==> config.mk <==
export PLATFORM = sky130hd
export DESIGN_NAME = ws2812_driver
export DESIGN_NICKNAME = d
export VERILOG_FILES = /design/src/rtl/ws2812_pkg.sv /design/src/rtl/ws2812_bit_timer.sv /design/src/rtl/ws2812_driver.sv
export SDC_FILE = /design/constraint.sdc
export NUM_CORES = 1
export LEC_CHECK = 0
export ABC_AREA = 1
export CAP_MARGIN = 25
export CELL_PAD_IN_SITES_DETAIL_PLACEMENT = 2
export CELL_PAD_IN_SITES_GLOBAL_PLACEMENT = 2
export CORE_UTILIZATION = 34
export DETAILED_ROUTE_END_ITERATION = 8
export GPL_TIMING_DRIVEN = 1
export PLACE_DENSITY_LB_ADDON = 0.1
export SLEW_MARGIN = 20
export SYNTH_ARGS = -nofsm -noshare
export SYNTH_HDL_FRONTEND = slang
export SYNTH_SLANG_ARGS = --single-unit
==> constraint.sdc <==
create_clock -name clk -period 2.02 [get_ports clk]
set_clock_uncertainty 0.15 [all_clocks]
set_input_delay 0.505 -clock clk [delete_from_list [all_inputs] [get_ports clk]]
set_output_delay 0.505 -clock clk [all_outputs]
set_load 0.1 [all_outputs]
==> src/rtl/ws2812_pkg.sv <==
// ws2812_pkg: FSM state encoding and GRB word layout shared by the WS2812 driver.
package ws2812_pkg;

    typedef enum logic [1:0] {LATCH, IDLE, SEND} state_e;

    localparam int WORD_W = 24;
    localparam int G_MSB  = 23;
    localparam int R_MSB  = 15;
    localparam int B_MSB  = 7;

endpackage

==> src/rtl/ws2812_bit_timer.sv <==
// ws2812_bit_timer: pulse-width codes one bit per start strobe into a registered line level.
module ws2812_bit_timer #(
    parameter int T0H_CYCLES  = 8,
    parameter int T1H_CYCLES  = 16,
    parameter int TBIT_CYCLES = 25
) (
    input  logic clk,
    input  logic reset,
    input  logic start_i,
    input  logic bit_i,
    output logic line_o,
    output logic bit_done_o
);

    localparam int CW = $clog2(TBIT_CYCLES);

    logic [CW-1:0] cnt_q, cnt_d;
    logic          run_q, run_d;
    logic          line_q, line_d;

    assign bit_done_o = run_q && cnt_q == CW'(TBIT_CYCLES - 1);
    assign line_o     = line_q;

    // Every bit begins high, so start drives the line up on the accepting edge itself.
    always_comb begin
        cnt_d  = cnt_q + CW'(1);
        run_d  = run_q;
        line_d = run_q && (cnt_d < (bit_i ? CW'(T1H_CYCLES) : CW'(T0H_CYCLES)));
        if (start_i) begin
            cnt_d  = '0;
            run_d  = 1'b1;
            line_d = 1'b1;
        end else if (bit_done_o || !run_q) begin
            cnt_d  = '0;
            run_d  = 1'b0;
            line_d = 1'b0;
        end
    end

    always_ff @(posedge clk or negedge reset) begin
        if (!reset) begin
            cnt_q  <= '0;
            run_q  <= 1'b0;
            line_q <= 1'b0;
        end else begin
            cnt_q  <= cnt_d;
            run_q  <= run_d;
            line_q <= line_d;
        end
    end

endmodule

==> src/rtl/ws2812_driver.sv <==
// ws2812_driver: sends a captured GRB word to a WS2812 chain, then holds the latch period.
// WS2812_AUTO_REFRESH_EN: when defined, frames restart automatically after each one-cycle idle.
module ws2812_driver import ws2812_pkg::*; #(
    parameter int NUM_LEDS     = 1,
    parameter int T0H_CYCLES   = 8,
    parameter int T1H_CYCLES   = 16,
    parameter int TBIT_CYCLES  = 25,
    parameter int RESET_CYCLES = 1000
) (
    input  logic       clk,
    input  logic       reset,
    input  logic [7:0] level_r,
    input  logic [7:0] level_g,
    input  logic [7:0] level_b,
    input  logic       valid,
    output logic       ready,
    output logic       data_out
);

    if (!(T0H_CYCLES > 0 && T0H_CYCLES < T1H_CYCLES && T1H_CYCLES < TBIT_CYCLES &&
          RESET_CYCLES >= 1 && NUM_LEDS >= 1)) begin : g_bad_params
        $error("ws2812_driver: invalid timing or chain parameters");
    end

    localparam int PW = $clog2(WORD_W);
    localparam int LW = NUM_LEDS > 1 ? $clog2(NUM_LEDS) : 1;
    localparam int RW = RESET_CYCLES > 1 ? $clog2(RESET_CYCLES) : 1;

    state_e              state_q, state_d;
    logic [WORD_W-1:0]   word_q, word_d;
    logic [PW-1:0]       ptr_q, ptr_d;
    logic [LW-1:0]       led_q, led_d;
    logic [RW-1:0]       lat_q, lat_d;
    logic                start, bit_done, go, last_ptr, last_led;

`ifdef WS2812_AUTO_REFRESH_EN
    assign go = 1'b1;
`else
    assign go = valid;
`endif

    assign ready    = state_q == IDLE;
    assign last_ptr = ptr_q == PW'(WORD_W - 1);
    assign last_led = led_q == LW'(NUM_LEDS - 1);

    always_comb begin
        state_d = state_q;
        word_d  = word_q;
        ptr_d   = ptr_q;
        led_d   = led_q;
        lat_d   = lat_q;
        start   = 1'b0;
        case (state_q)
            LATCH: begin
                lat_d = lat_q + RW'(1);
                if (lat_q == RW'(RESET_CYCLES - 1)) begin
                    lat_d   = '0;
                    state_d = IDLE;
                end
            end
            IDLE: if (go) begin
                word_d[G_MSB -: 8] = level_g;
                word_d[R_MSB -: 8] = level_r;
                word_d[B_MSB -: 8] = level_b;
                ptr_d   = '0;
                led_d   = '0;
                start   = 1'b1;
                state_d = SEND;
            end
            SEND: if (bit_done) begin
                // The pointer wraps to G[7] so the same word feeds every LED.
                ptr_d = last_ptr ? '0 : ptr_q + PW'(1);
                led_d = last_ptr ? led_q + LW'(1) : led_q;
                if (last_ptr && last_led) begin
                    led_d   = '0;
                    state_d = LATCH;
                end else begin
                    start = 1'b1;
                end
            end
            default: state_d = LATCH;
        endcase
    end

    always_ff @(posedge clk or negedge reset) begin
        if (!reset) begin
            state_q <= LATCH;
            word_q  <= '0;
            ptr_q   <= '0;
            led_q   <= '0;
            lat_q   <= '0;
        end else begin
            state_q <= state_d;
            word_q  <= word_d;
            ptr_q   <= ptr_d;
            led_q   <= led_d;
            lat_q   <= lat_d;
        end
    end

    ws2812_bit_timer #(
        .T0H_CYCLES (T0H_CYCLES),
        .T1H_CYCLES (T1H_CYCLES),
        .TBIT_CYCLES(TBIT_CYCLES)
    ) u_bit_timer (
        .clk       (clk),
        .reset     (reset),
        .start_i   (start),
        .bit_i     (word_q[PW'(WORD_W - 1) - ptr_q]),
        .line_o    (data_out),
        .bit_done_o(bit_done)
    );

endmodule

======== Yosys cells after proc, flatten, opt, wreduce, memory -nomap -nowiden ========
Index checks and enable logic that the tools add are counted.
operators by class
  $add $sub $neg .......................... 5
  magnitude comparators ................... 2
  equal/unequal tests ..................... 10
  mux-type cells .......................... 28
  bitwise operators ....................... 1
  reduce and logical (&&, ||, !) cells .... 12
operator list
  operator                                                                count
  5-bit two-way mux                                                       6
  1-bit two-way mux                                                       12
  10-bit by 1-bit adder with 10-bit output (second input constant)        1
  5-bit by 1-bit adder with 5-bit output (second input constant)          2
  10-bit equality test (second input constant)                            1
  5-bit equality test (second input constant)                             2
  10-bit two-way mux                                                      1
  5-bit one-hot mux with 2 select lines                                   1
  2-bit two-way mux                                                       4
  4-bit AND reduction                                                     2
  5-bit by 6-bit < comparator with 1-bit output (second input constant)   1
  2-bit inequality test (second input constant)                           3
  2-bit one-hot mux with 3 select lines                                   1
  1-bit binary-select mux with 5-bit select                               1
  5-bit < comparator                                                      1
  5-bit subtractor (first input constant)                                 1
  1-bit one-hot mux with 2 select lines                                   2
  2-bit nonzero test                                                      2
  1-bit logical AND                                                       3
  3-bit inequality test (second input constant)                           1
  3-bit AND reduction                                                     1
  2-bit by 1-bit equality test with 1-bit output (second input constant)  1
  2-bit equality test (second input constant)                             1
  2-bit logical NOT                                                       1
  6 further kinds                                                         6
word-level totals
  bits in registers ....................... 49
  input bits .............................. 27
  output and inout bits ................... 2

======== Longest topological paths before layout ========
Gate-level depths: netlist of run 1.
  word-level depth ........................ 8
  gate-level depth with buffers ........... 14
  mapped depth without buffers ............ 12

======== By module ========
Synthesis of run 1 repeated with hierarchy kept, for this count alone.
second synthesis, totals
  cell total of the unflattened synthesis .. 313
  area total of the unflattened synthesis .. 2608.8 µm²
by module, submodules not included
  module            times used  cells each  area each (µm²)  sequential area each (µm²)
  ws2812_driver     1           273         2248.4           1051.0
  ws2812_bit_timer  1           40          360.3            175.2

======== Least setup slack after synthesis of run 1 ========
OpenSTA, ideal clock, no wires.
  path type ............................... register to register
  from .................................... register state_q[1]
  to ...................................... register word_q[11]
  setup time .............................. 0.125 ns
  data arrival time ....................... 2.043 ns
  setup slack ............................. -0.298 ns
  cell stages (with the launch flop) ...... 6
  path buffers ............................ 1
  clock period less this slack ............ 2.318 ns
  path through ............................ dfrtp_1 > inv_1 > ha_1 > nand2_1 > buf_2 > mux2_2
between the ends
  word-level cells in the longest chain between the ends .. 2
RTL lines
  what                                            line                 RTL
  start: declaration                              ws2812_driver.sv:29  state_e state_q, state_d;
  start signal: assignment                        ws2812_driver.sv:93  state_q <= state_d;
  2-bit by 1-bit equality test with 1-bit output  --
  named net ready                                 ws2812_driver.sv:16  output logic ready,
  2-bit AND reduction (no line)                   --
  end signal: assignment                          ws2812_driver.sv:94  word_q <= word_d;
  end: declaration                                ws2812_driver.sv:30  logic [WORD_W-1:0] word_q, word_d;
The timed path passes the listed nets, and every way through them passes these cells.
A chain may end at the register's enable or synchronous reset.

======== Worst setup path in the final report of run 1 ========
  from .................................... register state_q[1]
  to ...................................... output ready
between the ends
  word-level cells in the longest chain between the ends .. 1
RTL lines
  what                                            line                 RTL
  2-bit by 1-bit equality test with 1-bit output  ws2812_driver.sv:42  assign ready = state_q == IDLE;
  end: declaration                                ws2812_driver.sv:16
No other way between the ends.

==> results of run 1 <==
critical path: stages (launching register included):
cell and delay [ps]:
dfrtp_1 390, inv_1 100, ha_2 280, buf_12 200
through the flow:
stage / cell area (um2) / worst slack (ps) / utilization / instances
final: 3180 / 90.1 / 0.440 / 431
after global routing: 3180 / -19.3 / 0.440 / 431
after CTS: 3070 / 29.5 / 0.426 / 426
after detailed placement: 2990 / 63.2 / 0.415 / 418
after global placement: 2990 / 107 / 0.415 / 418
after floorplan: 2530 / 52.5 / - / 288
layout make-up:
type,count,area (um2)
Fill cell,819,4040
Sequential cell,49,1230
Multi-Input combinational cell,189,1130
Timing Repair Buffer,44,452
Inverter,42,163
Tap cell,99,124
Clock buffer,8,80.1
worst paths after layout:
check / endpoint / slack (ps) / cells after the start
worst max-delay path: ready / 90 / 3
worst min-delay path: ptr_q[2]$_DFFE_PN0P_ / 20 / 1
worst max register to register: u_bit_timer.line_o$_DFF_PN0_ / 140 / 10
worst min register to register: led_q$_DFFE_PN0P_ / 330 / 2
max in group asynchronous: word_q[23]$_DFFE_PN0P_ / 1160 / 2
min in group clk: led_q$_DFFE_PN0P_ / 330 / 2
cells in the mapped netlist (3+ instances only):
master,instances,share of area
dfrtp_1,49,0.49
nand2_1,40,0.059
nor2_1,40,0.059
inv_1,37,0.055
nand3_1,23,0.046
a21oi_1,22,0.044
ha_1,9,0.045
mux2_2,9,0.040
o21ai_0,9,0.018
o21ai_1,5,0.0099
xor2_1,5,0.017
inv_2,4,0.0059
nand2_2,4,0.0099
buf_6,3,0.013
o22ai_1,3,0.0074
repair_timing:
item | 4_1_cts | 5_1_grt
resized for setup | 0 | 18
buffers inserted | 0 | 5
endpoints found under the setup margin | 0 | 8
hold buffers | 0 | 0
flip-flops by register name, summed over array words and instances, names as in the netlist:
name,count
word_q,24
lat_q,10
ptr_q,5
u_bit_timer.cnt_q,5
state_q,2
led_q,1
u_bit_timer.line_o,1
u_bit_timer.run_q,1
per-layer routing:
metal	part of all wire	vias to the layer above
li1	-	1009
met1	0.47	1014
met2	0.50	20
met3	0.020	5
met4	0.0078	0
met5	0	-
cells by family (layout without fill, tap and decap cells):
logic type / Yosys count / in the layout / synth area share
DFF: 49 / 49 / 0.486
adders and majority gates: 9 / 9 / 0.0446
buffers and inverters: 50 / 94 / 0.0868
muxes: 9 / 9 / 0.0402
and+or+nand+nor: 120 / 120 / 0.218
xor gates and xnor gates: 7 / 7 / 0.0243
AOI/OAI and AO/OA: 44 / 44 / 0.100
power groups by stage:
| stage | logic [mW] | clock network, mW | registers (mW) |
|---|---|---|---|
| floorplan | 0.000358 | 0 | 1.00 |
| global placement | 0.0751 | 0 | 0.999 |
| detailed placement | 0.0751 | 0 | 0.999 |
| CTS | 0.0754 | 0.600 | 0.980 |
| global route | 0.0819 | 0.629 | 0.980 |
| finish | 0.0730 | 0.571 | 0.980 |
==> reports/qor.yml, run 1 <==
run_status:
  status: "finished, final reports clean"
power_and_ir_drop:
  p_sw_frac: 0.216
  p_leak_nw: 1.55
  ir_drop_uv: 223
  p_per_area_mw_per_mm2: 511
  intPower_mw: 1.27
  total_power_mw: 1.62
  pwr-share-comb: 0.045
  seq_power_share: 0.603
  pwr-share-clk: 0.352
  switchingPower_mw: 0.350
drt:
  routed_via_density: 4.75
  vias: 2048
  drtIter0Drc: 48
  wire_per_inst_um: 14.4
  drt_first_pass_iters: 4
  drc_errors: 0
  antenna_left: 0
  wl_um: 6190
placed_design:
  place_congestion: 0.800
  io_buffers: 28
  dp_hpwl_um: 4680
flow_run:
  maxCapViolations: 0
finish:
  drive_gt1_frac: 0.193
  final_cell_mix: "47 x dfrtp_1, 37 x nor2_1, 37 x inv_1"
  area_growth_pct: 25.8
  layout_commonest_cell: "dfrtp_1"
  diodes: 0
  nNetsFinal: 367
cts:
  worstSkewPairLatency_ps: 300
  htree_levels: 2
  cts_buffers: 5
  cts_tree: "yes"
  clock_sinks: 49
  cts.path.max_buffers: 2
  cts_root_buf: "clkbuf_8"
  clk_pin_slew_worst_paths_ps: 90
die:
  initial_core_util: 0.350
  core_area_mm2: 0.00721
  io_pins: 29
  die_h_um: 88.2
  chipWidth_um: 88.2
  die-area_mm2: 0.00777
  num_rows: 31
timing:
  max-slew-margin-rel: 0.653
  tightest_slew_ps: 521
  period_needed_ps: 1930
  period_share: 0.955
  whs_ps: 18.6
  clock.fmax_mhz: 518
  drv_slew: 0
  setup_viol: 0
  rsz0062_at_grt: "true"
  hold_viol_final: 0
  setup_tns_ps: 0
critical_path:
  crit_required_ps: 1360
  reg2reg_from: "ptr_q[0]$_DFFE_PN0P_"
  arrival_ps: 1270
  cp-end-kind: "output port"
  cp-start-kind: "flop"
  worst-setup-path-type: "reg2out"
  crit_path_start: "state_q[1]$_DFFE_PN0P_"
  worstPathMaxFanout: 5
synth:
  async_flop_share: 1.00
  ys_ff_latch: 49
  synth_cells: 288
  synth_area_mm2: 0.00252
  synth_ff_type: "dfrtp_1"
  synth_sequential_area_ratio: 0.486
  syn_nets: 324
  ys_warn_count: 0
  synth_cell_type_count: 33
  syn_avg_cell_area_um2: 8.76
  synth_enable_flop_cells: 0
grt:
  top_usage_layer: "met2"
  overflow: 0
  use_met1: 0.226
  grt.total_usage: 0.174
  grt_pass1_vias: 2185
  grt.met3_usage: 0.0283
  grt_max_degree: 31
  grt.met2_usage: 0.302
  grt_pass1_wl_um: 10400
  antenna_found_initial: 0
hold_path:
  hp-class: "in2async"
(Power assumes the default switching activity.)
==> run 2, diff against run 1 <==
RECOVER_POWER = 100   (was unset)
==> run 2 against run 1 <==
  * Cell count did not move
  * Maximum frequency barely moved
  * Via count barely moved
  * Sequential power barely moved
  * Sequential share of layout area rose by 0.65 points
  * Design area fell by 1.7%
  * Largest power group unchanged
==> reports/qor.yml, run 2 (same netlist as run 1, synthesis figures left out) <==
run_status:
  status: "finished, final reports clean"
grt:
  antenna_found_initial: 0  # unchanged
  top_usage_layer: "met2"
  grt.met3_usage: 0.0283  # unchanged
  overflow: 0  # unchanged
  grt_pass1_wl_um: 10400  # unchanged
  grt_max_degree: 31  # unchanged
  grt_pass1_vias: 2185  # unchanged
  use_met1: 0.226  # unchanged
  grt.met2_usage: 0.302  # unchanged
  grt.total_usage: 0.174  # unchanged
timing:
  max-slew-margin-rel: 0.223  # -0.430
  drv_slew: 0  # unchanged
  period_share: 0.955  # about the same
  rsz0062_at_grt: "true"
  hold_viol_final: 0  # unchanged
  clock.fmax_mhz: 518  # about the same
  period_needed_ps: 1930  # -0.721 ps
  setup_ws_ps: 90.8  # +0.721 ps
  whs_ps: 261  # +242 ps
  setup_viol: 0  # unchanged
  tightest_slew_ps: 1170  # +645 ps
cts:
  post_cts_hold_buffer_count: 0  # unchanged
  clock_sinks: 49  # unchanged
  worstSkewPairLatency_ps: 300  # about the same
  cts_tree: "yes"
  cts_buffers: 5  # unchanged
  htree_levels: 2  # unchanged
  cts.path.max_buffers: 2  # unchanged
  cts_root_buf: "clkbuf_8"
  clk_pin_slew_worst_paths_ps: 90  # about the same
finish:
  top_regs: "word_q x24, lat_q x10"
  diodes: 0  # unchanged
  final_cell_mix: "47 x dfrtp_1, 39 x inv_1, 37 x nor2_1, 37 x nand2_1, 25 x clkdlybuf4s50_1"
  nNetsFinal: 367  # unchanged
  drive_gt1_frac: 0.169  # -0.0241
  regMostFlops: "word_q"
  layout_commonest_cell: "dfrtp_1"
  largest_register_ffs: 24  # unchanged
  instances_no_fill: 431  # unchanged
  area_growth_pct: 23.7
critical_path:
  worstPathMaxFanout: 5  # unchanged
  crit_required_ps: 1360  # about the same
  r2r-end: "u_bit_timer.line_o$_DFF_PN0_"
  worst-path-buf-inv: 2  # unchanged
  crit_path_start: "state_q[1]$_DFFE_PN0P_"
  cp_top_family: "flip-flops"
  worst-setup-path-type: "reg2out"
  slowest_stage: "dfrtp_1"
  crit_path_max_incr_delay_ps: 390  # about the same
  reg2reg_slack_ps: 140  # about the same
  reg2reg_from: "ptr_q[0]$_DFFE_PN0P_"
  arrival_ps: 1270  # about the same
  crit_end: "ready"
  cp-start-kind: "flop"
  r2r_cells: 10  # unchanged
  path_cells: "inv_1 > ha_2 > buf_12"
  cp-end-kind: "output port"
  crit_cells: 3  # unchanged
power_and_ir_drop:
  p_leak_nw: 1.53  # -1.7%
  total_power_mw: 1.62  # -0.29%
  p_per_area_mw_per_mm2: 518  # +1.4%
  ir_drop_uv: 224  # +0.11%
flow_run:
  maxCapViolations: 0  # unchanged
drt:
  drtIter0Drc: 50  # +4.2%
  wl_um: 6200  # +0.15%
  vias: 2049  # +0.049%
  routed_via_density: 4.75  # about the same
  drc_errors: 0  # unchanged
  drt_first_pass_iters: 4  # unchanged
  antenna_left: 0  # unchanged
  wire_per_inst_um: 14.4  # +0.15%
hold_path:
  hp-class: "in2async"
placed_design:
  place_congestion: 0.800  # unchanged
  io_buffers: 28  # unchanged
  place_ws_ps: 63.2  # unchanged
  dp_hpwl_um: 4680  # unchanged
  dp_cells: 418  # unchanged
die:
  die-area_mm2: 0.00777  # unchanged
  chipWidth_um: 88.2  # unchanged
  num_rows: 31  # unchanged
  initial_core_util: 0.350  # unchanged
  core_area_mm2: 0.00721  # unchanged
  io_pins: 29  # unchanged
  die_h_um: 88.2  # unchanged
==> run 2: changes by cell type in the layout (fill, tap and decap cells not counted), sizes merged <==
cell and change:
clkbuf +6, buf -6
==> run 2: power by group <==
part | total (mW) | internal, mW | switching (mW)
registers | 0.980 | 0.980 | 0
clock network | 0.570 | 0.247 | 0.323
logic | 0.0695 | 0.0433 | 0.0261
==> run 2: area by class of cell <==
cell class                      count  area (um2)
Multi-Input combinational cell    189        1110
Sequential cell                    49        1230
Clock buffer                        8        80.1
Inverter                           42         163
Tap cell                           99         124
Fill cell                         822        4090
Timing Repair Buffer               44         413
==> run 2: repair_timing <==
item	4_1_cts	5_1_grt
buffers inserted	0	5
setup endpoints to repair	0	8
gates resized for setup	0	18
==> run 2: worst register-to-register path, delay by kind of cell, from the launching register on <==
kind,cells,cell delay (ps)
compound gates,3,300
buf+inv,1,160
simple gates,5,460
flops,1,460
fa+ha+maj,1,250
==> run 2: stage by stage <==
stage,cell area (um2),TNS (ps),utilization
2_1_floorplan,2530,0,-
3_3_place_gp,2990,0,0.415
3_5_place_dp,2990,0,0.415
4_1_cts,3070,0,0.426
5_1_grt,3120,-23.8,0.433
6_report,3120,0,0.433
==> run 2: worst min-delay path by stage <==
stage                            startpoint                endpoint  slack (ps)
after global placement    led_q$_DFFE_PN0P_       led_q$_DFFE_PN0P_         300
after detailed placement  led_q$_DFFE_PN0P_       led_q$_DFFE_PN0P_         310
after floorplan                       reset    lat_q[0]$_DFFE_PN0P_          60
after global routing                  reset  word_q[15]$_DFFE_PN0P_         360
final                                 reset    ptr_q[2]$_DFFE_PN0P_         260
after CTS                             reset    ptr_q[2]$_DFFE_PN0P_          30
==> run 2: per-layer routing <==
layer / vias up / share of wire
met5: - / 0
met4: 0 / 0.0077
met3: 5 / 0.020
met2: 20 / 0.50
met1: 1015 / 0.47
li1: 1009 / -
==> run 3, diff against run 2 <==
CAP_MARGIN = 20   (was 25)
CORE_MARGIN = 3   (was unset)
SYNTH_HIERARCHICAL = 1   (was unset)
==> run 3 against run 2 <==
  * Critical path type unchanged
  * Area after synthesis increased by 3.4%
  * Global-route usage decreased by 1.2 points
  * Register-to-register slack got worse by 40 ps
  * Sequential share of layout area decreased by 0.90 points
  * Maximum frequency increased by 0.56%
  * Design area increased by 2.2%
  * Synthesized cell count increased by 8.7%
  * Combinational power increased by 6.5%
  * Worst setup slack improved by 11 ps
  * Largest cell class unchanged
  * Cell count increased by 4.9%
  * Flip-flop and latch count unchanged
  * Clock power increased by 6.0%
==> reports/qor.yml, run 3 <==
run_status:
  status: "finished, final reports clean"
synth:
  synth_top_area_frac: 0.470  # -0.0158
  syn_nets: 351  # +8.3%
  synth_commonest_cells: "64 x nand2_1, 49 x dfrtp_1, 44 x inv_1"
  syn_avg_cell_area_um2: 8.33  # -4.9%
  synth_cells: 313  # +8.7%
  netlist_top_cells_area: "dfrtp_1 47%, nand2_1 9.2%, inv_1 6.3%"
  synth_area_mm2: 0.00261  # +3.4%
  yosysMostFrequentCell: "nand2_1"
  synth_cell_type_count: 32  # -3.0%
  synth_ff_type: "dfrtp_1"
  synth_sequential_area_ratio: 0.470  # -0.0158
  ys_warn_count: 6  # +6
  async_flop_share: 1.00  # unchanged
  ys_ff_latch: 49  # unchanged
  synth_enable_flop_cells: 0  # unchanged
  synth_top_cell_by_area: "dfrtp_1"
die:
  die-area_mm2: 0.00876  # +13%
  chipWidth_um: 93.6  # +6.2%
  initial_core_util: 0.356  # +0.00605
  core_area_mm2: 0.00733  # +1.6%
  die_h_um: 93.6  # +6.2%
  num_rows: 31  # unchanged
  io_pins: 29  # unchanged
grt:
  antenna_found_initial: 0  # unchanged
  top_usage_layer: "met2"
  grt_max_degree: 35  # +13%
  grt.total_usage: 0.162  # -0.0118
  grt.met2_usage: 0.293  # -0.00859
  grt_pass1_vias: 2363  # +8.1%
  grt_pass1_wl_um: 11300  # +8.4%
  use_met1: 0.196  # -0.0298
  grt.met3_usage: 0.0306  # +0.00230
  overflow: 0  # unchanged
drt:
  drc_errors: 0  # unchanged
  routed_via_density: 4.79  # +0.80%
  drt_first_pass_iters: 4  # unchanged
  wire_per_inst_um: 14.3  # -0.28%
  wl_um: 6490  # +4.6%
  drtIter0Drc: 42  # -16%
  vias: 2166  # +5.7%
  antenna_left: 0  # unchanged
finish:
  final-seq-area_mm2: 0.00123  # -0.10%
  multi_input_area_mm2: 0.00118  # +6.2%
  drive_gt1_frac: 0.159  # -0.0100
  largest_register_ffs: 24  # unchanged
  fin_util: 0.436  # +0.00269
  area_growth_pct: 22.4
  diodes: 0  # unchanged
  final_cell_mix: "60 x nand2_1, 48 x dfrtp_1, 45 x inv_1"
  layout_commonest_cell: "nand2_1"
  num-fill-cells: 826  # +0.49%
  regMostFlops: "word_q"
  nNetsFinal: 391  # +6.5%
  fin_area_mm2: 0.00319  # +2.2%
  top_regs: "word_q x24, lat_q x10"
cts:
  cts_root_buf: "clkbuf_8"
  clk_pin_slew_worst_paths_ps: 90  # about the same
  clock_sinks: 49  # unchanged
  htree_levels: 2  # unchanged
  cts_buffers: 5  # unchanged
  cts_tree: "yes"
  cts.path.max_buffers: 2  # unchanged
  worstSkewPairLatency_ps: 300  # about the same
critical_path:
  r2r_cells: 9  # -1
  reg2reg_slack_ps: 100  # -40 ps
  cp-end-kind: "output port"
  crit_cells: 3  # unchanged
  crit_path_start: "state_q[1]$_DFFE_PN0P_"
  cp-start-kind: "flop"
  worst-setup-path-type: "reg2out"
  worst-path-buf-inv: 2  # unchanged
  reg2reg_from: "state_q[0]$_DFFE_PN0P_"
  crit_end: "ready"
  arrival_ps: 1260  # about the same
  slowest_stage: "dfrtp_1"
  crit_path_max_incr_delay_ps: 410  # +20 ps
  worstPathMaxFanout: 4  # -1
  path_cells: "inv_1 > ha_4 > buf_12"
  cp_top_family: "flip-flops"
  r2r-end: "u_bit_timer/cnt_q[4]$_DFF_PN0_"
  crit_required_ps: 1360  # about the same
timing:
  tightest_slew_ps: 892  # -273 ps
  max-slew-margin-rel: 0.405  # +0.182
  setup_viol: 0  # unchanged
  drv_slew: 0  # unchanged
  period_share: 0.950  # -0.00535
  rsz0062_at_grt: "true"
  hold_viol_final: 0  # unchanged
  clock.fmax_mhz: 521  # +0.56%
  period_needed_ps: 1920  # -10.8 ps
placed_design:
  io_buffers: 28  # unchanged
  place_congestion: 0.725  # -9.5%
  dp_hpwl_um: 4950  # +5.8%
  dpl_cell_area_mm2: 0.00310  # +3.6%
power_and_ir_drop:
  p_per_area_mw_per_mm2: 519  # +0.13%
  p_leak_nw: 1.52  # -0.32%
  total_power_mw: 1.66  # +2.4%
  ir_drop_uv: 266  # +19%
flow_run:
  maxCapViolations: 0  # unchanged
hold_path:
  hp-class: "reg2reg"
==> run 3: changes by cell type after synthesis, moves of 3 or more <==
| cell | previous run | this run |
|---|---|---|
| nand2_1 | 40 | 64 |
| inv_1 | 37 | 44 |
| nand3_2 | 0 | 4 |
| nor2_1 | 40 | 36 |
| nand3_1 | 23 | 26 |
==> run 3: worst min-delay path by stage <==
stage / start / end / slack, ps / cells past startpoint
2_1_floorplan: reset / lat_q[0]$_DFFE_PN0N_ / 60 / 0
6_report: lat_q[9]$_DFFE_PN0N_ / lat_q[9]$_DFFE_PN0N_ / 360 / 2
5_1_grt: word_q[15]$_DFFE_PN0P_ / word_q[15]$_DFFE_PN0P_ / 410 / 1
3_3_place_gp: reset / word_q[2]$_DFFE_PN0P_ / 300 / 1
4_1_cts: word_q[19]$_DFFE_PN0P_ / word_q[19]$_DFFE_PN0P_ / 370 / 1
3_5_place_dp: reset / word_q[2]$_DFFE_PN0P_ / 310 / 1
==> run 3: final cells by class <==
class	count	share of cell area
Timing Repair Buffer	41	0.120
Sequential cell	49	0.384
Tap cell	99	0.0388
Multi-Input combinational cell	207	0.371
Inverter	49	0.0584
Clock inverter	1	0.00235
Clock buffer	6	0.0259
==> run 3: through the flow <==
| stage | instances | hold slack (ps) | setup slack (ps) | TNS, ps |
|---|---|---|---|---|
| finish | 452 | 360 | 102 | 0 |
| global route | 452 | 407 | -82.5 | -333 |
| CTS | 450 | 366 | 33.3 | 0 |
| detailed placement | 442 | 307 | 30.5 | 0 |
| global placement | 442 | 300 | 77.4 | 0 |
| floorplan | 313 | 59.4 | 47.2 | 0 |
==> run 3: logic make-up (layout without fill, tap and decap cells) <==
group | after synthesis | count (layout) | synth area share
compound gates | 41 | 41 | 0.0892
xor+xnor | 6 | 6 | 0.0201
fa+ha+maj | 11 | 11 | 0.0528
buf+inv | 57 | 97 | 0.0906
flops | 49 | 49 | 0.470
mux | 8 | 8 | 0.0345
simple gates | 141 | 141 | 0.243
==> run 3: power breakdown <==
| group | total (mW) | internal (mW) | switching (mW) |
|---|---|---|---|
| Combinational | 0.0740 | 0.0459 | 0.0281 |
| Clock | 0.604 | 0.272 | 0.332 |
| Sequential | 0.980 | 0.980 | 0 |
==> run 3: tightest hold or removal path: stages, from the launching register on <==
cell	delay, ps
dfrtp_1	370
nand2_1	60
nand2_1	50
==> run 3: what timing repair did <==
action	4_1_cts	5_1_grt
endpoints found under the setup margin	5	13
endpoints found under the hold margin	15	0
resized for setup	1	17
hold buffers	1	0
buffers inserted	0	1
gates cloned	0	1
pin swaps	0	3
==> run 3: metal layers <==
metal / wire, um / share of wire
met1: 2860 / 0.44
met2: 3360 / 0.52
met3: 186 / 0.029
met4: 86 / 0.013
met5: 0 / 0
